==> config.mk <==
export PLATFORM = sky130hd
export DESIGN_NAME = tlb_refill_ctrl_flat
export DESIGN_NICKNAME = d
export VERILOG_FILES = /design/src/rtl/tlb_refill_ctrl_if.sv /design/src/rtl/tlb_refill_ctrl.sv /design/src/flat_wrapper.sv
export SDC_FILE = /design/constraint.sdc
export NUM_CORES = 1
export LEC_CHECK = 0
export BUFFER_PORTS_ARGS = -buffer_cell sky130_fd_sc_hd__buf_2
export CAP_MARGIN = 5
export CORE_AREA = 2 2 181 183
export CTS_CLUSTER_DIAMETER = 30
export DETAILED_ROUTE_END_ITERATION = 10
export DIE_AREA = 0 0 183 185
export HOLD_SLACK_MARGIN = 0.06
export PLACE_DENSITY = 0.41
export SLEW_MARGIN = 5
export SYNTH_ARGS = -nofsm -noshare
export SYNTH_HDL_FRONTEND = slang
export SYNTH_SLANG_ARGS = --single-unit
==> constraint.sdc <==
create_clock -name clk -period 1.6 [get_ports clk]
set_clock_uncertainty 0.1 [all_clocks]
set_input_delay 0.16 -clock clk [delete_from_list [all_inputs] [get_ports clk]]
set_output_delay 0.16 -clock clk [all_outputs]
set_load 0.01 [all_outputs]
==> src/rtl/tlb_refill_ctrl_if.sv <==
// Bank/memory-side bundle of the TLB refill engine.
// The slave modport is the engine's view; master is the TLB bank plus memory arbiter.
interface tlb_refill_ctrl_if #(
  parameter int ADDR_WIDTH = 64,
  parameter int DATA_WIDTH = 64
);
  logic                    miss_tlb;
  logic [ADDR_WIDTH-1:0]   addr_tlb;
  logic                    set_tlb;
  logic                    satp_change;

  logic                    busy_rd;
  logic [ADDR_WIDTH-1:0]   addr_rd;
  logic [2*DATA_WIDTH-1:0] data_rd;
  logic                    wen_rd;
  logic                    set_rd;
  logic                    finish_rd;

  logic                    mem_req;
  logic [ADDR_WIDTH-1:0]   mem_addr;
  logic                    mem_gnt;
  logic                    mem_rvalid;
  logic [2*DATA_WIDTH-1:0] mem_rdata;

  modport slave (
    input  miss_tlb, addr_tlb, set_tlb, satp_change,
    input  mem_gnt, mem_rvalid, mem_rdata,
    output busy_rd, addr_rd, data_rd, wen_rd, set_rd, finish_rd,
    output mem_req, mem_addr
  );

  modport master (
    output miss_tlb, addr_tlb, set_tlb, satp_change,
    output mem_gnt, mem_rvalid, mem_rdata,
    input  busy_rd, addr_rd, data_rd, wen_rd, set_rd, finish_rd,
    input  mem_req, mem_addr
  );
endinterface

==> src/rtl/tlb_refill_ctrl.sv <==
// TLB line refill engine: fetches a line as BANK_NUM/2 double-word beats and streams them to the bank.
// Optional macro TLB_REFILL_FLUSH_EN: satp_change during a refill suppresses the line write-back.
module tlb_refill_ctrl #(
  parameter int ADDR_WIDTH = 64,
  parameter int DATA_WIDTH = 64,
  parameter int BANK_NUM   = 4
) (
  input logic              clk,
  input logic              rstn,
  tlb_refill_ctrl_if.slave bus
);
  localparam int BEATS      = BANK_NUM / 2;
  localparam int BEAT_W     = (BEATS > 1) ? $clog2(BEATS) : 1;
  localparam int LINE_BYTES = BANK_NUM * DATA_WIDTH / 8;

  localparam logic [ADDR_WIDTH-1:0] LINE_MASK  = ~ADDR_WIDTH'(LINE_BYTES - 1);
  localparam logic [ADDR_WIDTH-1:0] BEAT_BYTES = ADDR_WIDTH'(DATA_WIDTH / 4);
  localparam logic [BEAT_W-1:0]     LAST_BEAT  = BEAT_W'(BEATS - 1);

  localparam logic [1:0] S_IDLE   = 2'd0;
  localparam logic [1:0] S_REQ    = 2'd1;
  localparam logic [1:0] S_WAIT   = 2'd2;
  localparam logic [1:0] S_FINISH = 2'd3;

  logic [1:0]            state;
  logic [1:0]            state_nxt;
  logic [ADDR_WIDTH-1:0] base;
  logic                  way;
  logic [BEAT_W-1:0]     beat;
  logic [ADDR_WIDTH-1:0] beat_addr;
  logic                  abort;
  logic                  accept;
  logic                  beat_done;
  logic                  last_beat;

  assign accept    = (state == S_IDLE) && bus.miss_tlb;
  assign beat_done = (state == S_WAIT) && bus.mem_rvalid;
  assign last_beat = (beat == LAST_BEAT);
  assign beat_addr = base + ADDR_WIDTH'(beat) * BEAT_BYTES;

  always_comb begin
    // NOTE: default first so every path assigns state_nxt and no latch is inferred.
    state_nxt = state;
    case (state)
      S_IDLE:   if (bus.miss_tlb) state_nxt = S_REQ;
      S_REQ:    if (bus.mem_gnt) state_nxt = S_WAIT;
      S_WAIT:   if (bus.mem_rvalid) begin
                  if (!last_beat)  state_nxt = S_REQ;
                  else if (abort)  state_nxt = S_IDLE;
                  else             state_nxt = S_FINISH;
                end
      default:  state_nxt = S_IDLE;
    endcase
  end

  // NOTE: rstn is sampled only at the clock edge; state updates use non-blocking assignments.
  always_ff @(posedge clk) begin
    if (!rstn) begin
      state <= S_IDLE;
      base  <= '0;
      way   <= 1'b0;
      beat  <= '0;
    end else begin
      state <= state_nxt;
      if (accept) begin
        base <= bus.addr_tlb & LINE_MASK;
        way  <= bus.set_tlb;
        beat <= '0;
      end else if (beat_done && !last_beat) begin
        beat <= beat + BEAT_W'(1);
      end
    end
  end

`ifdef TLB_REFILL_FLUSH_EN
  // Sticky until the engine returns to IDLE; the memory sequence still drains so no response is orphaned.
  always_ff @(posedge clk) begin
    if (!rstn)                      abort <= 1'b0;
    else if (state_nxt == S_IDLE)   abort <= 1'b0;
    else if (bus.satp_change)       abort <= 1'b1;
  end
`else
  logic unused_satp_change;
  assign unused_satp_change = bus.satp_change;
  assign abort              = 1'b0;
`endif

  assign bus.busy_rd   = (state != S_IDLE);
  assign bus.set_rd    = (state != S_IDLE) && way;
  assign bus.mem_req   = (state == S_REQ);
  assign bus.mem_addr  = (state == S_REQ) ? beat_addr : '0;
  assign bus.wen_rd    = beat_done && !abort;
  assign bus.data_rd   = beat_done ? bus.mem_rdata : '0;
  assign bus.finish_rd = (state == S_FINISH) && !abort;
  assign bus.addr_rd   = (state == S_WAIT)   ? beat_addr :
                         (state == S_FINISH) ? base      : '0;
endmodule
==> src/flat_wrapper.sv <==
// flat-port wrapper written by rule: the top's interface ports become plain ports
module tlb_refill_ctrl_flat 
#(
  parameter int ADDR_WIDTH = 64,
  parameter int DATA_WIDTH = 64,
  parameter int BANK_NUM   = 4
)
  (clk, rstn, bus_miss_tlb, bus_addr_tlb, bus_set_tlb, bus_satp_change, bus_mem_gnt, bus_mem_rvalid, bus_mem_rdata, bus_busy_rd, bus_addr_rd, bus_data_rd, bus_wen_rd, bus_set_rd, bus_finish_rd, bus_mem_req, bus_mem_addr);
  tlb_refill_ctrl_if #(.ADDR_WIDTH(ADDR_WIDTH), .DATA_WIDTH(DATA_WIDTH)) bus_i ();
  input logic clk;
  input logic rstn;
  input wire logic [$bits(bus_i.miss_tlb)-1:0] bus_miss_tlb;
  input wire logic [$bits(bus_i.addr_tlb)-1:0] bus_addr_tlb;
  input wire logic [$bits(bus_i.set_tlb)-1:0] bus_set_tlb;
  input wire logic [$bits(bus_i.satp_change)-1:0] bus_satp_change;
  input wire logic [$bits(bus_i.mem_gnt)-1:0] bus_mem_gnt;
  input wire logic [$bits(bus_i.mem_rvalid)-1:0] bus_mem_rvalid;
  input wire logic [$bits(bus_i.mem_rdata)-1:0] bus_mem_rdata;
  output wire logic [$bits(bus_i.busy_rd)-1:0] bus_busy_rd;
  output wire logic [$bits(bus_i.addr_rd)-1:0] bus_addr_rd;
  output wire logic [$bits(bus_i.data_rd)-1:0] bus_data_rd;
  output wire logic [$bits(bus_i.wen_rd)-1:0] bus_wen_rd;
  output wire logic [$bits(bus_i.set_rd)-1:0] bus_set_rd;
  output wire logic [$bits(bus_i.finish_rd)-1:0] bus_finish_rd;
  output wire logic [$bits(bus_i.mem_req)-1:0] bus_mem_req;
  output wire logic [$bits(bus_i.mem_addr)-1:0] bus_mem_addr;
  assign bus_i.miss_tlb = bus_miss_tlb;
  assign bus_i.addr_tlb = bus_addr_tlb;
  assign bus_i.set_tlb = bus_set_tlb;
  assign bus_i.satp_change = bus_satp_change;
  assign bus_i.mem_gnt = bus_mem_gnt;
  assign bus_i.mem_rvalid = bus_mem_rvalid;
  assign bus_i.mem_rdata = bus_mem_rdata;
  assign bus_busy_rd = bus_i.busy_rd;
  assign bus_addr_rd = bus_i.addr_rd;
  assign bus_data_rd = bus_i.data_rd;
  assign bus_wen_rd = bus_i.wen_rd;
  assign bus_set_rd = bus_i.set_rd;
  assign bus_finish_rd = bus_i.finish_rd;
  assign bus_mem_req = bus_i.mem_req;
  assign bus_mem_addr = bus_i.mem_addr;
  tlb_refill_ctrl #(.ADDR_WIDTH(ADDR_WIDTH), .DATA_WIDTH(DATA_WIDTH), .BANK_NUM(BANK_NUM)) u_core (.clk(clk), .rstn(rstn), .bus(bus_i));
endmodule
# Word-level counts from Yosys, hierarchy flattened
# Cells that the tools add are included.
# op_classes
bitwise,1
n_reduce_logical,9
n_addsub,2
muxes,9
eq_ne,6
# ops
operator,n
64-bit 2-to-1 mux,3
128-bit 2-to-1 mux,1
64-bit by 5-bit adder with 64-bit output,1
2-bit 2-to-1 mux,4
2-bit inequality test (second input constant),3
2-bit one-hot mux with 3 select lines,1
2-bit equality test (second input constant),2
1-bit logical AND,4
3-bit AND reduction,1
2-bit by 1-bit equality test with 1-bit output (second input constant),1
2-bit zero test,1
2-bit nonzero test,1
2-bit OR reduction,1
1-bit adder (second input constant),1
1-bit zero test,1
1-bit NOT,1
# totals
out_inout_bits,261
regBits,63
word_cells,31

# Logic depth before layout (Yosys ltp)
# Gate-level depths: netlist (run 1).
# logic_depth
word_depth,3
ltp_mapped,5
depth_no_buf,3

# Least setup slack after synthesis (run 1)
# Ideal clock, no wire load.
# synth_timing
path_kind,reg2out
startpoint,register u_core.state[0]
endpoint,output bus_data_rd[108]
t_arrival_ns,1.040
path_slack_ns,0.300
path_buffers,2
t_required_ns,1.340
path_stages_with_launch,5
path_cell_list,dfxtp_1 -> nor2b_1 -> buf_2 -> clkbuf_2 -> and3_1
# synth_between
elab_chain_cells,3
# synth_lines
item,line,source
from (decl),tlb_refill_ctrl.sv:25,logic [1:0] state;
from (signal assigned),tlb_refill_ctrl.sv:64,state <= state_nxt;
2-bit equality test,tlb_refill_ctrl.sv:37,assign beat_done = (state == S_WAIT) && bus.mem_rvalid;
1-bit logical AND,tlb_refill_ctrl.sv:37,
128-bit 2-to-1 mux,tlb_refill_ctrl.sv:93,assign bus.data_rd = beat_done ? bus.mem_rdata : '0;
to (decl),flat_wrapper.sv:21,output wire logic [$bits(bus_i.data_rd)-1:0] bus_data_rd;
# Every way passes these cells.

# Worst setup path after layout (run 1)
# layout_timing
startpoint,register u_core.state[1]
endpoint,output bus_set_rd
# layout_between
elab_chain_cells,2
# layout_lines
item,line,source
2-bit nonzero test,tlb_refill_ctrl.sv:89,assign bus.set_rd = (state != S_IDLE) && way;
1-bit logical AND,tlb_refill_ctrl.sv:89,
to (decl),flat_wrapper.sv:23,output wire logic [$bits(bus_i.set_rd)-1:0] bus_set_rd;
# Every way passes these cells.

==> flow_metrics.py, run 1 <==
metrics = {
    "setup_path": {
        "start_kind": "register",
        "cp.arrival_ps": 1530,
        "path_cells": "buf_2 -> or2_2 -> and2_1 -> buf_2",
        "r2r-start": "u_core.state[1]",
        "crit_path_max_fanout": 10,
        "critPathMostFrequentCell": "buf_2",
        "regToRegEndpoint": "u_core.base[50]",
        "slowest_delay_ps": 410,
        "end_kind": "output port",
        "worst-path-buf-inv": 2,
        "cp_slowest_cell": "dfxtp_4",
        "ff2ff_path_depth": 7,
        "critPathRequiredTime_ps": 1340,
        "reg2reg_slack_ps": -50,
        "critPathTopFamily": "simple AND/OR/NAND/NOR gates",
        "critPathKind": "reg2out",
    },
    "global_routing": {
        "antenna_found_initial": 12,
        "grtUsageTotal_pct": 15.0,
        "overflow": 0,
        "grt_start_max_net_pins": 61,
        "grt_pass1_wl_mm": 36.7,
        "grt_pass1_vias": 5397,
    },
    "clock_network": {
        "cts_root_buf": "clkbuf_16",
        "cts_max_path_buffers": 2,
        "clk_latency_ps": 330,
        "numCtsBuffers": 9,
        "cts.sinks": 63,
        "clkTransAtPathRegs_ps": 50,
        "htreeDepth": 3,
        "cts_tree": "yes",
    },
    "logic_synthesis": {
        "synth_edf_count": 0,
        "yosys.area.top_type": "dfxtp_1",
        "synth_top_flop_cell": "dfxtp_1",
        "synth_area_um2": 4260,
        "synthArstFlopShare_pct": 0,
        "avgSynthCellArea_um2": 7.25,
        "yosysUniqueCellTypes": 25,
        "synth_cells": 588,
        "ys_ff_latch": 63,
        "synthTopCellsByArea": "dfxtp_1 30%, and3_1 19%, and2_1 18%",
        "yosysSeqAreaShare_pct": 29.6,
        "synth_top_area_share_pct": 29.6,
        "yosys_warnings": 0,
    },
    "floorplanning": {
        "die_x_um": 183,
        "rows": 66,
        "fp.dieH_um": 185,
        "initial_core_util_pct": 13.3,
        "die_area_um2": 33900,
        "io_pins": 460,
        "fp.coreArea_um2": 32000,
    },
    "power_and_ir_drop": {
        "p_per_area_nw_per_um2": 617,
        "power_mw": 5.38,
        "leakage_nw": 4.94,
        "vdd_ir_drop_max_uv": 461,
    },
    "routing": {
        "wirelength_mm": 29.5,
        "drcViolationCount": 0,
        "drtIter0Drc": 217,
        "routedWlPerCell_um": 19.5,
        "vias": 6076,
        "vias_per_cell": 4.03,
        "firstDrtPassIters": 4,
        "ant_nets": 0,
    },
    "cells_and_area": {
        "nNetsFinal": 1290,
        "final_cell_mix": "416 x buf_2, 112 x and2_1, 110 x and3_1",
        "syn_to_final_growth_pct": 105,
        "final_cells": 1509,
        "layout-drive-gt1-share_pct": 52.1,
        "layout_commonest_cell": "buf_2",
        "final_area_um2": 8730,
    },
    "placement": {
        "dp_cells": 1402,
        "dpl_worst_slack_ps": 57.6,
        "place_congestion": 0.821,
        "place_area_um2": 7060,
        "port_buffers": 445,
        "dp_hpwl_mm": 23.0,
    },
    "hold_path": {
        "hp-class": "in2reg",
        "worstHoldPathCells": 3,
        "min_to": "u_core.base[5]",
        "hp-start": "rstn",
    },
    "status": {
        "violations": "negative setup slack",
        "status": "complete, but fails checks",
    },
    "sta": {
        "fin_hold_ws_ps": 88.5,
        "finalWorstSetupSlack_ps": -191,
        "finalHoldViolations": 0,
        "maxSlewViolCount": 0,
        "min_period_ps": 1790,
        "fin_crit_sh_pct": 112,
        "max_freq_ghz": 0.558,
        "rsz0062_at_grt": "true",
        "setup_violations": 273,
    },
    "flow_run": {
        "cap_viol_max_count": 0,
    },
}
==> final cells by class <==
class / instances / area [µm²]
antenna: 5 / 12.5
clock buffer: 12 / 278
clock inverter: 4 / 50.0
fill: 3553 / 23300
inverter: 1 / 3.75
multi-input combinational: 454 / 2750
sequential: 63 / 1270
tap: 408 / 510
timing repair buffer: 562 / 3850
==> layer usage <==
layer | up-vias | global-route usage [%] | part of all wire [%]
li1 | 2967 | - | -
met2 | 257 | 27.5 | 53
met4 | 2 | 5.06 | 2.0
met3 | 29 | 4.42 | 6.5
met1 | 2821 | 16.6 | 39
met5 | - | 0 | 0.034
==> worst max-delay path by stage <==
stage          cells past startpoint  slack [ps]               end             from
4_1_cts                            5        -230   bus_data_rd[91]  u_core.state[0]
6_report                           4        -190        bus_set_rd  u_core.state[1]
2_1_floorplan                      4         300  bus_data_rd[108]  u_core.state[0]
3_3_place_gp                       5          90   bus_data_rd[31]  u_core.state[0]
5_1_grt                            5        -250   bus_data_rd[28]  u_core.state[0]
3_5_place_dp                       6          60    u_core.base[9]  u_core.state[0]
==> Yosys cell counts, types with 10 or more instances <==
master,instances
o21ai_1,50
and3_1,128
buf_2,21
nand3_2,10
clkbuf_2,12
o21ai_2,10
buf_4,10
dfxtp_1,63
and2_1,123
nand2_1,62
nand3_1,51
clkbuf_1,27
==> sequential cells by signal (all words and copies together), names as in the netlist <==
register / count
u_core.base: 59
u_core.way: 1
u_core.beat: 1
u_core.state: 2
==> power by group <==
group          switching (mW)  internal (mW)  total [mW]  leakage, nW
logic                   0.702          0.774        1.48         4.27
registers              0.0955           1.68        1.78        0.519
clock network           0.747           1.38        2.13        0.156
==> kinds of logic (layout without fill, tap and decap cells) <==
family | after synthesis | after routing | share of synthesized area, %
other | 1 | 13 | 0.0880
flip-flops | 63 | 63 | 29.6
AND/OR/NAND/NOR | 381 | 381 | 51.8
AO/OA/AOI/OAI | 65 | 65 | 8.69
buffers and inverters | 78 | 579 | 9.78
==> worst register-to-register path, delay by kind of cell (launching register included) <==
family / cells / cell delay (ps)
AND/OR/NAND/NOR: 2 / 330
buffers and inverters: 4 / 680
flip-flops: 1 / 410
AO/OA/AOI/OAI: 1 / 60
==> per-stage QoR <==
stage	util (%)	setup TNS, ps
3_5_place_dp	22.0	0
6_report	27.2	-30450
3_3_place_gp	22.0	0
5_1_grt	27.2	-52750
2_1_floorplan	-	0
4_1_cts	25.4	-33460
==> what timing repair did <==
item	in CTS	in global routing
hold buffers	62	0
pin swaps	0	3
endpoints found under the setup margin	252	271
cloned	1	12
resized for setup	21	70
hold endpoints to repair	62	0
setup buffers	5	6
Power figures use the tool's default switching activity.
==> inputs of run 2 (changes only) <==
--- a/config.mk
+++ b/config.mk
@@ -5,12 +5,13 @@
 export SDC_FILE = /design/constraint.sdc
 export NUM_CORES = 1
 export LEC_CHECK = 0
+export ABC_AREA = 1
 export BUFFER_PORTS_ARGS = -buffer_cell sky130_fd_sc_hd__buf_2
 export CAP_MARGIN = 5
-export CORE_AREA = 2 2 181 183
+export CORE_AREA = 2 2 179 181
 export CTS_CLUSTER_DIAMETER = 30
 export DETAILED_ROUTE_END_ITERATION = 10
-export DIE_AREA = 0 0 183 185
+export DIE_AREA = 0 0 181 183
 export HOLD_SLACK_MARGIN = 0.06
 export PLACE_DENSITY = 0.41
 export SLEW_MARGIN = 5
==> flow_metrics.py, run 2 <==
metrics = {
    "status": {
        "status": "complete, but fails checks",
        "violations": "negative setup slack",
    },
    "global_routing": {
        "grt_start_max_net_pins": 82,
        "antenna_found_initial": 8,
        "grt_pass1_wl_mm": 37.0,
        "overflow": 0,
        "grtUsageTotal_pct": 14.7,
        "grt_pass1_vias": 6218,
    },
    "placement": {
        "place_congestion": 0.894,
        "dp_cells": 1575,
        "port_buffers": 445,
        "dp_hpwl_mm": 19.8,
    },
    "sta": {
        "max_freq_ghz": 0.581,
        "maxSlewViolCount": 0,
        "fin_tns_setup_ps": -9760,
        "fin_crit_sh_pct": 108,
        "min_period_ps": 1720,
        "rsz0062_at_grt": "true",
        "finalWorstSetupSlack_ps": -121,
        "finalHoldViolations": 0,
        "fin_hold_ws_ps": 115,
        "setup_violations": 195,
    },
    "flow_run": {
        "cap_viol_max_count": 0,
    },
    "clock_network": {
        "cts.sinks": 63,
        "htreeDepth": 3,
        "cts_max_path_buffers": 2,
        "clk_latency_ps": 330,
        "numCtsBuffers": 9,
        "cts_tree": "yes",
        "cts_root_buf": "clkbuf_16",
        "clkTransAtPathRegs_ps": 60,
    },
    "setup_path": {
        "end_kind": "output port",
        "start_kind": "register",
        "cp.arrival_ps": 1460,
        "critPathRequiredTime_ps": 1340,
        "crit_path_max_fanout": 6,
        "critPathKind": "reg2out",
    },
    "cells_and_area": {
        "layout_commonest_cell": "buf_2",
        "reg_top3": "u_core.base (59), u_core.state (2)",
        "syn_to_final_growth_pct": 112,
        "final_cell_mix": "412 x buf_2, 237 x inv_1, 120 x nor2_1",
        "largest-register": "u_core.base",
        "post-route-util_pct": 28.2,
        "layout-drive-gt1-share_pct": 47.9,
        "nNetsFinal": 1466,
        "largest_reg_flops": 59,
        "final_cells": 1681,
    },
    "power_and_ir_drop": {
        "vdd_ir_drop_max_uv": 504,
        "power_mw": 7.84,
        "leakage_nw": 5.55,
        "p_per_area_nw_per_um2": 889,
    },
    "logic_synthesis": {
        "synth_cells": 763,
        "synth_top_flop_cell": "dfxtp_1",
        "yosysSeqAreaShare_pct": 30.3,
        "synth_top_area_share_pct": 30.3,
        "synth_most_common_cell": "inv_1",
        "synthArstFlopShare_pct": 0,
        "ys_ff_latch": 63,
        "synthTopCellsByArea": "dfxtp_1 30%, inv_1 23%, nor2_1 17%",
        "synth_area_um2": 4160,
        "synth_commonest_cells": "254 x inv_1, 192 x nor2_1, 67 x nand2_1, 63 x dfxtp_1, 62 x a21oi_1",
        "synth_edf_count": 0,
        "yosys.area.top_type": "dfxtp_1",
        "avgSynthCellArea_um2": 5.46,
        "yosysUniqueCellTypes": 19,
        "yosys_warnings": 0,
    },
    "floorplanning": {
        "fp.coreArea_um2": 31200,
        "fp.dieH_um": 183,
        "die_x_um": 181,
        "io_pins": 460,
        "initial_core_util_pct": 13.3,
        "rows": 65,
        "die_area_um2": 33100,
    },
    "routing": {
        "routedWlPerCell_um": 15.6,
        "vias": 6365,
        "wirelength_mm": 26.2,
        "vias_per_cell": 3.79,
        "ant_nets": 0,
        "drtIter0Drc": 192,
        "firstDrtPassIters": 4,
        "drcViolationCount": 0,
    },
    "hold_path": {
        "hp-class": "in2reg",
    },
}
==> run 2: repair_timing <==
action                                  in CTS  in global routing
hold buffers                                60                  0
hold endpoints to repair                    60                  0
buffers inserted                             5                  4
endpoints found under the setup margin     218                237
pin swaps                                    2                  4
resized for setup                           57                133
cloned                                       6                  9
==> run 2: worst paths after layout <==
check	to	slack (ps)	startpoint	cells past startpoint
setup / recovery	bus_data_rd[117]	-120	u_core.state[0]	6
hold reg to reg	u_core.base[43]	370	u_core.base[43]	2
setup reg to reg	u_core.base[33]	-10	u_core.state[1]	7
hold / removal	u_core.state[0]	120	rstn	3
==> run 2: cell families after synthesis <==
group                  share of synthesized area (%)
buffers and inverters                           30.5
AOI/OAI and AO/OA                               14.8
DFF                                             30.3
and+or+nand+nor                                 24.3
other                                         0.0901
==> run 2: per-layer routing <==
metal  global-route usage, %  vias to the layer above  routed length [µm]  share of wire (%)
met5                       0                        -                  23              0.088
met4                    4.20                        4                 373                1.4
met3                    3.95                       19                1800                6.9
met2                    25.9                      254               13200                 50
met1                    17.6                     2953               10800                 41
li1                        -                     3135                   -                  -
==> run 2: layout make-up <==
type,instances,area (µm²)
multi-input combinational,397,2040
inverter,255,957
clock buffer,12,246
timing repair buffer,541,3740
tap,402,503
clock inverter,4,45.0
antenna,7,17.5
sequential,63,1270
fill,3542,22400
==> run 2: through the flow <==
step                      cell area (µm²)  worst slack, ps
after floorplan                      4190              240
after global placement               6850              104
after detailed placement             6850              126
after CTS                            8120             -149
after global routing                 8810             -202
final                                8810             -121
==> run 2: where the power goes <==
group          total, mW  switching (mW)  internal (mW)
Combinational       3.77            2.08           1.69
Clock               2.03           0.787           1.24
Sequential          2.04           0.169           1.87
==> run 2: critical path, cell delays in order (launching register included) <==
cell       delay, ps
dfxtp_2          330
inv_2             70
nand3_4          140
buf_12           200
clkbuf_16        160
nor2_1            80
buf_2            130
